`config.mk`:
```
export PLATFORM = sky130hd
export DESIGN_NAME = roi_window_overlay
export DESIGN_NICKNAME = d
export VERILOG_FILES = /design/src/rtl/roi_window_overlay.sv
export SDC_FILE = /design/constraint.sdc
export NUM_CORES = 1
export LEC_CHECK = 0
export CELL_PAD_IN_SITES_DETAIL_PLACEMENT = 1
export CELL_PAD_IN_SITES_GLOBAL_PLACEMENT = 1
export CORE_MARGIN = 2
export CORE_UTILIZATION = 47
export DETAILED_ROUTE_END_ITERATION = 7
export GPL_TIMING_DRIVEN = 0
export PLACE_DENSITY_LB_ADDON = 0.1
export SLEW_MARGIN = 20
export SYNTH_ARGS = -nofsm -noshare
export SYNTH_HDL_FRONTEND = slang
export SYNTH_SLANG_ARGS = --single-unit
```
`constraint.sdc`:
```
create_clock -name pixelclk -period 21.9 [get_ports pixelclk]
set_input_delay 2.19 -clock pixelclk [delete_from_list [all_inputs] [get_ports pixelclk]]
set_output_delay 2.19 -clock pixelclk [all_outputs]
set_load 0.01 [all_outputs]
```
`src/rtl/roi_window_overlay.sv`:
```
// roi_window_overlay: multi-window ROI classifier and overlay for a pixel stream.
// Ports: pixelclk/reset; i_rgb, i_hsync, i_vsync, i_de, hcount, vcount (pixel in);
//        win_h_l/h_r/v_l/v_r, win_en, win_mode, cfg_update (live config, committed at frame edge);
//        cfg_busy; o_rgb, o_hsync, o_vsync, o_de, o_hit (2-cycle latency);
//        frame_done, win_count (per-window pixel counts of the last complete frame).
module roi_window_overlay #(
    parameter int          DW        = 24,
    parameter int          CW        = 12,
    parameter int          NUM_WIN   = 4,
    parameter logic [DW-1:0] FILL_RGB  = 24'h000000,
    parameter logic [DW-1:0] BLANK_RGB = 24'hffffff,
    parameter logic [DW-1:0] MARK_RGB  = 24'hff0000,
    parameter bit          VS_POL    = 1'b1
) (
    input  logic                    pixelclk,
    input  logic                    reset,
    input  logic [DW-1:0]           i_rgb,
    input  logic                    i_hsync,
    input  logic                    i_vsync,
    input  logic                    i_de,
    input  logic [CW-1:0]           hcount,
    input  logic [CW-1:0]           vcount,
    input  logic [NUM_WIN*CW-1:0]   win_h_l,
    input  logic [NUM_WIN*CW-1:0]   win_h_r,
    input  logic [NUM_WIN*CW-1:0]   win_v_l,
    input  logic [NUM_WIN*CW-1:0]   win_v_r,
    input  logic [NUM_WIN-1:0]      win_en,
    input  logic [2*NUM_WIN-1:0]    win_mode,
    input  logic                    cfg_update,
    output logic                    cfg_busy,
    output logic [DW-1:0]           o_rgb,
    output logic                    o_hsync,
    output logic                    o_vsync,
    output logic                    o_de,
    output logic [NUM_WIN-1:0]      o_hit,
    output logic                    frame_done,
    output logic [NUM_WIN*24-1:0]   win_count
);

    localparam logic [CW-1:0] ONE     = 1;
    localparam logic [23:0]   ACC_MAX = 24'hFFFFFF;

    // frame boundary / commit control
    logic vs_prev_q, vs_prev_d;
    logic pending_q, pending_d;
    logic primed_q, primed_d;
    logic boundary, commit;

    // shadow configuration
    logic [NUM_WIN-1:0]    en_s_q, en_s_d;
    logic [NUM_WIN*CW-1:0] hl_s_q, hl_s_d;
    logic [NUM_WIN*CW-1:0] hr_s_q, hr_s_d;
    logic [NUM_WIN*CW-1:0] vl_s_q, vl_s_d;
    logic [NUM_WIN*CW-1:0] vr_s_q, vr_s_d;
    logic [2*NUM_WIN-1:0]  mode_s_q, mode_s_d;

    // stage-0 window evaluation
    logic [NUM_WIN-1:0] hit;
    logic               sel_any;
    logic [1:0]         sel_mode;
    logic               sel_ring;

    // stage 1
    logic [DW-1:0]      rgb1_q, rgb1_d;
    logic               hs1_q, hs1_d;
    logic               vs1_q, vs1_d;
    logic               de1_q, de1_d;
    logic [NUM_WIN-1:0] hit1_q, hit1_d;
    logic               any1_q, any1_d;
    logic [1:0]         mode1_q, mode1_d;
    logic               ring1_q, ring1_d;

    // stage 2
    logic [DW-1:0]      rgb2_q, rgb2_d;
    logic               hs2_q, hs2_d;
    logic               vs2_q, vs2_d;
    logic               de2_q, de2_d;
    logic [NUM_WIN-1:0] hit2_q, hit2_d;

    // statistics
    logic [NUM_WIN-1:0][23:0] acc_q, acc_d;
    logic [NUM_WIN*24-1:0]    cnt_q, cnt_d;
    logic                     fdone_q, fdone_d;

    assign boundary = (i_vsync == VS_POL) && (vs_prev_q != VS_POL);
    // a request arriving in the boundary cycle itself commits immediately
    assign commit   = boundary && (pending_q || cfg_update);

    // Membership and ring detection; descending scan so the lowest index wins.
    always_comb begin
        hit      = '0;
        sel_any  = 1'b0;
        sel_mode = 2'b00;
        sel_ring = 1'b0;
        for (int i = NUM_WIN - 1; i >= 0; i--) begin
            hit[i] = en_s_q[i]
                  && (hl_s_q[i*CW +: CW] < hcount)
                  && (hcount < hr_s_q[i*CW +: CW])
                  && (vl_s_q[i*CW +: CW] < vcount)
                  && (vcount < vr_s_q[i*CW +: CW]);
            if (hit[i]) begin
                sel_any  = 1'b1;
                sel_mode = mode_s_q[2*i +: 2];
                sel_ring = (hcount == hl_s_q[i*CW +: CW] + ONE)
                        || (hcount == hr_s_q[i*CW +: CW] - ONE)
                        || (vcount == vl_s_q[i*CW +: CW] + ONE)
                        || (vcount == vr_s_q[i*CW +: CW] - ONE);
            end
        end
    end

    always_comb begin
        vs_prev_d = i_vsync;
        pending_d = pending_q;
        primed_d  = primed_q | boundary;
        en_s_d    = en_s_q;
        hl_s_d    = hl_s_q;
        hr_s_d    = hr_s_q;
        vl_s_d    = vl_s_q;
        vr_s_d    = vr_s_q;
        mode_s_d  = mode_s_q;

        if (boundary) begin
            pending_d = 1'b0;
        end else if (cfg_update) begin
            pending_d = 1'b1;
        end
        if (commit) begin
            en_s_d   = win_en;
            hl_s_d   = win_h_l;
            hr_s_d   = win_h_r;
            vl_s_d   = win_v_l;
            vr_s_d   = win_v_r;
            mode_s_d = win_mode;
        end

        // mode and ring are resolved in stage 0 so a commit
        // between stages cannot recolour an in-flight pixel
        rgb1_d  = i_rgb;
        hs1_d   = i_hsync;
        vs1_d   = i_vsync;
        de1_d   = i_de;
        hit1_d  = hit;
        any1_d  = sel_any;
        mode1_d = sel_mode;
        ring1_d = sel_ring;

        hs2_d  = hs1_q;
        vs2_d  = vs1_q;
        de2_d  = de1_q;
        hit2_d = hit1_q;
        if (!de1_q) begin
            rgb2_d = BLANK_RGB;
        end else if (!any1_q) begin
            rgb2_d = FILL_RGB;
        end else begin
            unique case (mode1_q)
                2'b00:   rgb2_d = rgb1_q;
                2'b01:   rgb2_d = ~rgb1_q;
                2'b10:   rgb2_d = ring1_q ? MARK_RGB : rgb1_q;
                default: rgb2_d = MARK_RGB;
            endcase
        end

        for (int i = 0; i < NUM_WIN; i++) begin
            acc_d[i] = acc_q[i];
            if (boundary) begin
                acc_d[i] = '0;
            end else if (de1_q && hit1_q[i] && (acc_q[i] != ACC_MAX)) begin
                acc_d[i] = acc_q[i] + 24'd1;
            end
        end
        cnt_d   = cnt_q;
        fdone_d = boundary && primed_q;
        if (boundary && primed_q) begin
            cnt_d = acc_q;
        end
    end

    always_ff @(posedge pixelclk or posedge reset) begin
        if (reset) begin
            vs_prev_q <= VS_POL;
            pending_q <= 1'b0;
            primed_q  <= 1'b0;
            en_s_q    <= '0;
            hl_s_q    <= '0;
            hr_s_q    <= '0;
            vl_s_q    <= '0;
            vr_s_q    <= '0;
            mode_s_q  <= '0;
            rgb1_q    <= '0;
            hs1_q     <= 1'b0;
            vs1_q     <= 1'b0;
            de1_q     <= 1'b0;
            hit1_q    <= '0;
            any1_q    <= 1'b0;
            mode1_q   <= 2'b00;
            ring1_q   <= 1'b0;
            rgb2_q    <= '0;
            hs2_q     <= 1'b0;
            vs2_q     <= 1'b0;
            de2_q     <= 1'b0;
            hit2_q    <= '0;
            acc_q     <= '0;
            cnt_q     <= '0;
            fdone_q   <= 1'b0;
        end else begin
            vs_prev_q <= vs_prev_d;
            pending_q <= pending_d;
            primed_q  <= primed_d;
            en_s_q    <= en_s_d;
            hl_s_q    <= hl_s_d;
            hr_s_q    <= hr_s_d;
            vl_s_q    <= vl_s_d;
            vr_s_q    <= vr_s_d;
            mode_s_q  <= mode_s_d;
            rgb1_q    <= rgb1_d;
            hs1_q     <= hs1_d;
            vs1_q     <= vs1_d;
            de1_q     <= de1_d;
            hit1_q    <= hit1_d;
            any1_q    <= any1_d;
            mode1_q   <= mode1_d;
            ring1_q   <= ring1_d;
            rgb2_q    <= rgb2_d;
            hs2_q     <= hs2_d;
            vs2_q     <= vs2_d;
            de2_q     <= de2_d;
            hit2_q    <= hit2_d;
            acc_q     <= acc_d;
            cnt_q     <= cnt_d;
            fdone_q   <= fdone_d;
        end
    end

    assign cfg_busy   = pending_q;
    assign o_rgb      = rgb2_q;
    assign o_hsync    = hs2_q;
    assign o_vsync    = vs2_q;
    assign o_de       = de2_q;
    assign o_hit      = hit2_q;
    assign frame_done = fdone_q;
    assign win_count  = cnt_q;

endmodule
```
==> results.tsv, run 1 <==
stage	metric	value	unit
cells_and_area	final_net_count	3740	
cells_and_area	area_delta_synth_final	24.4	%
flow_run	maxCapViolations	0	
synthesis	synthTopCellsByCount	sky130_fd_sc_hd__dfrtp_1, sky130_fd_sc_hd__nand2_1, sky130_fd_sc_hd__ha_1	
synthesis	yosysSeqAreaShare	0.417	
worst_setup_path	end_kind	flop	
global_routing	grt_util_all_layers	0.331	
placement	detailed_place_hpwl	75900	um
cells_and_area	instances_no_fill	4090	
power_and_ir_drop	power.density_cell_area	78.4	nW/um^2
floorplanning	die_height	248	um
synthesis	postSynthRegisterBits	466	
timing	timing.clock.skew	0.0268	ns
worst_setup_path	timing_worst_setup_path_type	in -> reg	
synthesis	synth_cell_type_count	85	
clock_network	path_clk_slew	0.06	ns
worst_setup_path	crit-reg2reg-capture	ring1_q	
timing	final.period_utilization	0.312	
global_routing	antenna_violations_before_repair	5	
synthesis	yosys_most_used_dff	sky130_fd_sc_hd__dfrtp_1	
synthesis	syn-instance-count	2825	
worst_setup_path	worst_r2r_path_depth	10	
timing	rsz0062_at_grt	false	
floorplanning	die_extent_in_x	248	um
synthesis	yosys-top-cells-area	sky130_fd_sc_hd__dfrtp_1, sky130_fd_sc_hd__ha_1, sky130_fd_sc_hd__mux2_2	
detailed_routing	vias	24300	
timing	final_hold_viol_count	0	
worst_hold_path	worst_min_delay_path_category	reg -> reg	
power_and_ir_drop	standby_leakage_power	14.9	nW
timing	maxClockFrequency	0.147	GHz
timing	final_max_slew_viol_count	0	
detailed_routing	detail_route.wl_per_cell	24.8	um
timing	worst_pin_slew	1.25	ns
clock_network	post-cts-setup-buffer-count	0	
detailed_routing	detailedRoute.firstPassIterationCount	5	
clock_network	cts.htree.levels	2	
clock_network	cts.sink_count	466	
global_routing	use_met2	0.561	
timing	post-route-min-period	6.82	ns
cells_and_area	fill_cells	6453	
detailed_routing	drc	0	
worst_setup_path	r2r_setup_slk	17.57	ns
floorplanning	die_area	61400	um^2
synthesis	synth.most_common_cell	sky130_fd_sc_hd__dfrtp_1	
placement	placed_cells	3988	
detailed_routing	postRouteAntennaNets	0	
clock_network	clock_path_buffers	3	
placement	globalplace.congestion	0.901	
synthesis	async_flop_share	1.00	
global_routing	first_pass_grt_wire_length	155000	um
detailed_routing	dr.first_iter.drc_count	1678	
global_routing	global_route.peak_usage_layer	met2	
worst_hold_path	timing.hold.worst.start	vs1_q	
timing	totalNegativeSetupSlack	0	ns
clock_network	cts-buffers-inserted	53	
global_routing	residual_overflow_from_global_routing	0	
floorplanning	floorplan.rows	89	
detailed_routing	routed_wirelength	102000	um
synthesis	synth.largest_area_cell	sky130_fd_sc_hd__dfrtp_1	
worst_setup_path	worstPathMaxFanout	10	
floorplanning	initial_core_util	0.474	
outcome	run_status	finished, final reports clean	
synthesis	post-synth-top-area-fraction	0.417	
global_routing	number_of_global_route_vias_before_repair	25900	
worst_setup_path	start_kind	input port	
synthesis	mappedNetlistNets	3295	
worst_setup_path	cp_data_arrival_time	7.30	ns
synthesis	post_synth.cell_area_avg	9.89	um^2
power_and_ir_drop	peakVddDrop	0.0000728	V
synthesis	synth-edff-count	0	
timing	setup-violations-final	0	
clock_network	worst_skew_pair.late_latency	0.64	ns
synthesis	ys.warnings.count	0	
placement	buffer_ports.inserted	386	
floorplanning	fp.coreArea	58900	um^2
cells_and_area	storage_element_area	11700	um^2
cells_and_area	drive_above_1_share	0.101	
worst_hold_path	worst_hold_path.endpoint	o_vsync	
clock_network	cts.repair.resized	0	
worst_setup_path	reg2reg_from	vl_s_q[35]	
synthesis	syn-cell-area	27900	um^2
clock_network	cts_tree	built	
detailed_routing	drt-vias-per-instance	5.95	
timing	worst_slew_margin_rel	0.167	
global_routing	gr-usage-met1	0.430	
global_routing	met3_usage	0.0436	
worst_setup_path	worst_ep_required_time	22.38	ns
worst_hold_path	worstHoldPathCells	0	
cells_and_area	area_of_combinational_cells_with_multiple_inputs	15200	um^2
global_routing	grt_max_degree	105	
floorplanning	design.portCount	387	
clock_network	postCtsHoldBufs	0	
clock_network	root_buffer	sky130_fd_sc_hd__clkbuf_16	
-- cell families after synthesis --
group                    count (synthesis)  synth area share
AND/OR/NAND/NOR                        862             0.155
AO/OA/AOI/OAI                          500             0.114
flip-flops                             466             0.417
XOR/XNOR                               316             0.100
buffers and inverters                  266            0.0379
adder cells (fa/ha/maj)                213            0.0953
multiplexers                           202            0.0807
-- cell usage in the layout, fill, tap and decap left out, drive strengths merged, types with 20 or more instances in the layout --
cell and n:
dfrtp 465, clkdlybuf4s50 386, nand2 251, o21ai 216
ha 212, xnor2 192, mux2 185, nor2 184
inv 155, clkbuf 150, xor2 124, nand3 85
a21oi 71, nand4 70, nor3 63, buf 44
and3 34, nor4 34, and4 25, nand2b 22
nor2b 22, and2 21, a31oi 20
-- sequential cells by signal, summed over array words and instances (netlist names), 2 cells and up --
signal,count
win_count,96
rgb1_q,24
hit1_q,4
mode1_q,2
vr_s_q,48
o_rgb,24
hr_s_q,48
vl_s_q,48
hl_s_q,48
acc_q,96
o_hit,4
mode_s_q,8
en_s_q,4
-- worst max-delay path: stages --
cell and delay [ns]:
sky130_fd_sc_hd__clkdlybuf4s50_1 0.71, sky130_fd_sc_hd__buf_6 0.26, sky130_fd_sc_hd__clkinv_1 0.38, sky130_fd_sc_hd__ha_1 0.38
sky130_fd_sc_hd__a22oi_1 0.37, sky130_fd_sc_hd__nand4b_1 0.14, sky130_fd_sc_hd__nor4_1 0.65, sky130_fd_sc_hd__o2111ai_1 0.45
sky130_fd_sc_hd__or4_1 0.68, sky130_fd_sc_hd__inv_2 0.21, sky130_fd_sc_hd__o41ai_1 0.22, sky130_fd_sc_hd__o41ai_1 0.47
sky130_fd_sc_hd__o311ai_1 0.18
-- report_power, final --
group          total, mW  switching, mW  internal [mW]  leakage, nW
Clock              0.954          0.389          0.565        0.908
Combinational      0.713          0.393          0.320         8.05
Sequential          1.06          0.111          0.949         5.97
Total               2.73          0.893           1.83         14.9
-- how the worst max path moves through the flow --
stage / startpoint / endpoint / slack, ns / depth (start not counted)
floorplan: reset / acc_q[0] / 6.72 / 1
global placement: reset / hr_s_q[14] / 1.20 / 2
detailed placement: vcount[10] / ring1_q / 14.57 / 13
CTS: vcount[10] / ring1_q / 15.20 / 13
global route: vcount[10] / ring1_q / 15.04 / 13
finish: vcount[10] / ring1_q / 15.08 / 13
-- per-layer routing --
layer	vias up	wire length (um)
li1	10900	-
met1	12400	43200
met2	734	49200
met3	221	5040
met4	6	4100
met5	-	37
-- stage by stage --
step / hold WS [ns] / cell area [um^2] / power (mW) / setup WS (ns) / utilization
6_report: 0.360 / 34800 / 2.73 / 15.08 / 0.590
5_1_grt: 0.370 / 34800 / 2.85 / 15.04 / 0.590
4_1_cts: 0.360 / 34800 / 2.73 / 15.20 / 0.590
3_5_place_dp: 0.346 / 32900 / 1.77 / 14.57 / 0.558
3_3_place_gp: 0.334 / 32800 / 1.73 / 1.20 / 0.556
2_1_floorplan: 0.331 / 27900 / 1.49 / 6.72 / -
-- layout make-up --
class	instances	share of cell area
antenna	4	0.000288
buffer	110	0.0136
clock buffer	80	0.0448
clock inverter	18	0.00885
inverter	156	0.0171
multi-input combinational	2093	0.438
sequential	466	0.336
tap	773	0.0278
timing repair buffer	390	0.114
Note: power is estimated with default switching activity, not from simulation.
==> run 2, diff against run 1 <==
--- a/config.mk
+++ b/config.mk
@@ -8,7 +8,7 @@
 export CELL_PAD_IN_SITES_DETAIL_PLACEMENT = 1
 export CELL_PAD_IN_SITES_GLOBAL_PLACEMENT = 1
 export CORE_MARGIN = 2
-export CORE_UTILIZATION = 47
+export CORE_UTILIZATION = 43
 export DETAILED_ROUTE_END_ITERATION = 7
 export GPL_TIMING_DRIVEN = 0
 export PLACE_DENSITY_LB_ADDON = 0.1
==> constraint.sdc (replaced) <==
create_clock -name pixelclk -period 6.55 [get_ports pixelclk]
set_input_delay 0.655 -clock pixelclk [delete_from_list [all_inputs] [get_ports pixelclk]]
set_output_delay 0.655 -clock pixelclk [all_outputs]
set_load 0.01 [all_outputs]
==> run 2 against run 1 <==
Against the previous run: die area up 9.2%; global-route usage down 3.1 points; flip-flop and latch count unchanged; core utilization down 4.7 points; routed wire length down 0.65%; final cell count up 2.2%; via count down 1.2%; clock power rose to 3.2 times the previous value.
==> results.tsv, run 2 (synthesis gave the netlist of run 1 again) <==
stage	metric	value	unit	change
outcome	run_status	finished, final reports clean		
clock_network	cts-buffers-inserted	53		unchanged
floorplanning	floorplan.rows	93		+4.5%
clock_network	path_clk_slew	0.07	ns	about the same
clock_network	cts_tree	built		
worst_setup_path	path_cells	clkdlybuf4s50_1 > buf_6 > clkinv_1 > ha_1 > a22oi_1 > nand4b_1 > nor4_1 > o2111ai_1 > or4_1 > inv_2 > o41ai_1 > o41ai_1 > o311ai_1		
placement	buffer_ports.inserted	386		unchanged
clock_network	cts.htree.levels	2		unchanged
placement	placed_cells	4082		+2.4%
flow_run	maxCapViolations	0		unchanged
power_and_ir_drop	standby_leakage_power	15.0	nW	+0.41%
worst_setup_path	worstPathMaxFanout	10		unchanged
clock_network	root_buffer	sky130_fd_sc_hd__clkbuf_16		
worst_hold_path	worst_min_delay_path_category	reg -> reg		
worst_setup_path	r2r_setup_slk	2.36	ns	-15.21 ns
worst_setup_path	cp_common_cell	sky130_fd_sc_hd__o41ai_1		
cells_and_area	area_delta_synth_final	25.2	%	
timing	post-route-min-period	5.12	ns	
global_routing	antenna_violations_before_repair	5		unchanged
cells_and_area	final_net_count	3752		+0.32%
floorplanning	die_height	259	um	+4.5%
detailed_routing	dr.first_iter.drc_count	1364		-19%
detailed_routing	detail_route.wl_per_cell	24.1	um	-2.8%
worst_setup_path	critical-path-slowest-cell	sky130_fd_sc_hd__clkdlybuf4s50_1		
detailed_routing	detailedRoute.firstPassIterationCount	8		+3
cells_and_area	mostFrequentLayoutCells	sky130_fd_sc_hd__dfrtp_1, sky130_fd_sc_hd__clkdlybuf4s50_1, sky130_fd_sc_hd__nand2_1, sky130_fd_sc_hd__ha_1, sky130_fd_sc_hd__o21ai_0		
timing	final_max_slew_viol_count	0		unchanged
cells_and_area	layout.cells.most_common	sky130_fd_sc_hd__dfrtp_1		
power_and_ir_drop	fin_total_pwr	8.99	mW	+230%
power_and_ir_drop	peakVddDrop	0.000206	V	+180%
timing	timing.clock.skew	0.0242	ns	-0.00257 ns
clock_network	post-cts-setup-buffer-count	0		unchanged
worst_setup_path	worst_ep_required_time	7.04	ns	-15.34 ns
timing	totalNegativeSetupSlack	0	ns	unchanged
worst_setup_path	timing.critical_path.from	vcount[10]		
global_routing	residual_overflow_from_global_routing	0		unchanged
detailed_routing	drt-vias-per-instance	5.75		-3.4%
clock_network	clock_path_buffers	3		unchanged
cells_and_area	instances_no_fill	4182		+2.2%
floorplanning	design.portCount	387		unchanged
global_routing	grt_max_degree	36		-66%
detailed_routing	postRouteAntennaNets	0		unchanged
clock_network	postCtsHoldBufs	0		unchanged
placement	globalplace.congestion	0.897		-0.52%
worst_setup_path	worst_r2r_path_depth	10		unchanged
clock_network	cts.sink_count	466		unchanged
floorplanning	die_area	67000	um^2	+9.2%
worst_setup_path	timing_worst_setup_path_type	in -> reg		
worst_setup_path	crit-reg2reg-capture	ring1_q		
floorplanning	fp.coreArea	64300	um^2	+9.2%
placement	placement.setup.worst_slack	0.874	ns	-13.70 ns
worst_setup_path	worst-path-stages	13		unchanged
timing	maxClockFrequency	0.195	GHz	
detailed_routing	drc	0		unchanged
worst_setup_path	crit_family	compound AO/OA/AOI/OAI gates		
timing	rsz0062_at_grt	false		
worst_setup_path	end_kind	flop		
timing	final_critical_path_setup_slack	1.43	ns	-13.65 ns
timing	final_hold_viol_count	0		unchanged
power_and_ir_drop	power.density_cell_area	257	nW/um^2	+230%
cells_and_area	fill_cells	7154		+11%
cells_and_area	drive_above_1_share	0.106		+0.00565
global_routing	first_pass_grt_wire_length	155000	um	-0.38%
worst_setup_path	critPathBufInv	4		unchanged
detailed_routing	vias	24100		-1.2%
clock_network	worst_skew_pair.late_latency	0.64	ns	about the same
cells_and_area	area_of_combinational_cells_with_multiple_inputs	15200	um^2	unchanged
timing	final.period_utilization	0.782		
floorplanning	initial_core_util	0.434		-0.0401
cells_and_area	storage_element_area	11700	um^2	unchanged
floorplanning	die_extent_in_x	259	um	+4.5%
timing	setup-violations-final	0		unchanged
placement	detailed_place_hpwl	77900	um	+2.6%
worst_setup_path	start_kind	input port		
worst_setup_path	max_stage_delay	0.72	ns	about the same
global_routing	number_of_global_route_vias_before_repair	25700		-0.56%
global_routing	grt_util_all_layers	0.300		-0.0309
worst_setup_path	endpoint	ring1_q		
timing	worst_slew_margin_rel	0.239		+0.0726
detailed_routing	routed_wirelength	101000	um	-0.65%
worst_setup_path	reg2reg_from	vl_s_q[35]		
timing	worst_pin_slew	1.14	ns	-0.109 ns
clock_network	cts.repair.resized	0		unchanged
worst_setup_path	cp_data_arrival_time	5.61	ns	-1.69 ns
run 2: through the flow:
| stage | util | cell area [um^2] | hold slack [ns] |
|---|---|---|---|
| global placement | 0.511 | 32900 | 0.334 |
| global route | 0.544 | 35000 | 0.370 |
| detailed placement | 0.516 | 33200 | 0.337 |
| floorplan | - | 27900 | 0.331 |
| finish | 0.544 | 35000 | 0.356 |
| CTS | 0.544 | 35000 | 0.347 |
run 2: final cells by class:
class	instances	share of cell area
clock buffers	65	0.0409
inverters	156	0.0168
clock inverters	33	0.00994
flip-flops and latches	466	0.333
repair buffers	402	0.120
plain buffers	110	0.0136
well taps	855	0.0306
multi-input cells	2093	0.435
diodes	2	0.000143
run 2: metal layers:
metal	vias to the layer above	global-route usage	routed length, um
met5	-	0	34
met4	6	0.106	3500
met3	185	0.0407	5160
met2	659	0.509	48900
met1	12200	0.393	43400
li1	11000	-	-
run 2: how the worst min path moves through the flow:
stage,from,endpoint,slack [ns],cells after the start
2_1_floorplan,hs1_q,o_hsync,0.33,0
3_3_place_gp,vs1_q,o_vsync,0.33,0
3_5_place_dp,vs1_q,o_vsync,0.34,0
4_1_cts,reset,o_rgb[10],0.35,2
5_1_grt,hs1_q,o_hsync,0.37,0
6_report,hs1_q,o_hsync,0.36,0
run 2: power by group:
group	internal [mW]	total (mW)	switching, mW	leakage [nW]
sequential	3.17	3.55	0.374	5.97
clock	1.73	3.06	1.33	0.875
combinational	1.08	2.38	1.30	8.14
total	5.98	8.99	3.01	15.0
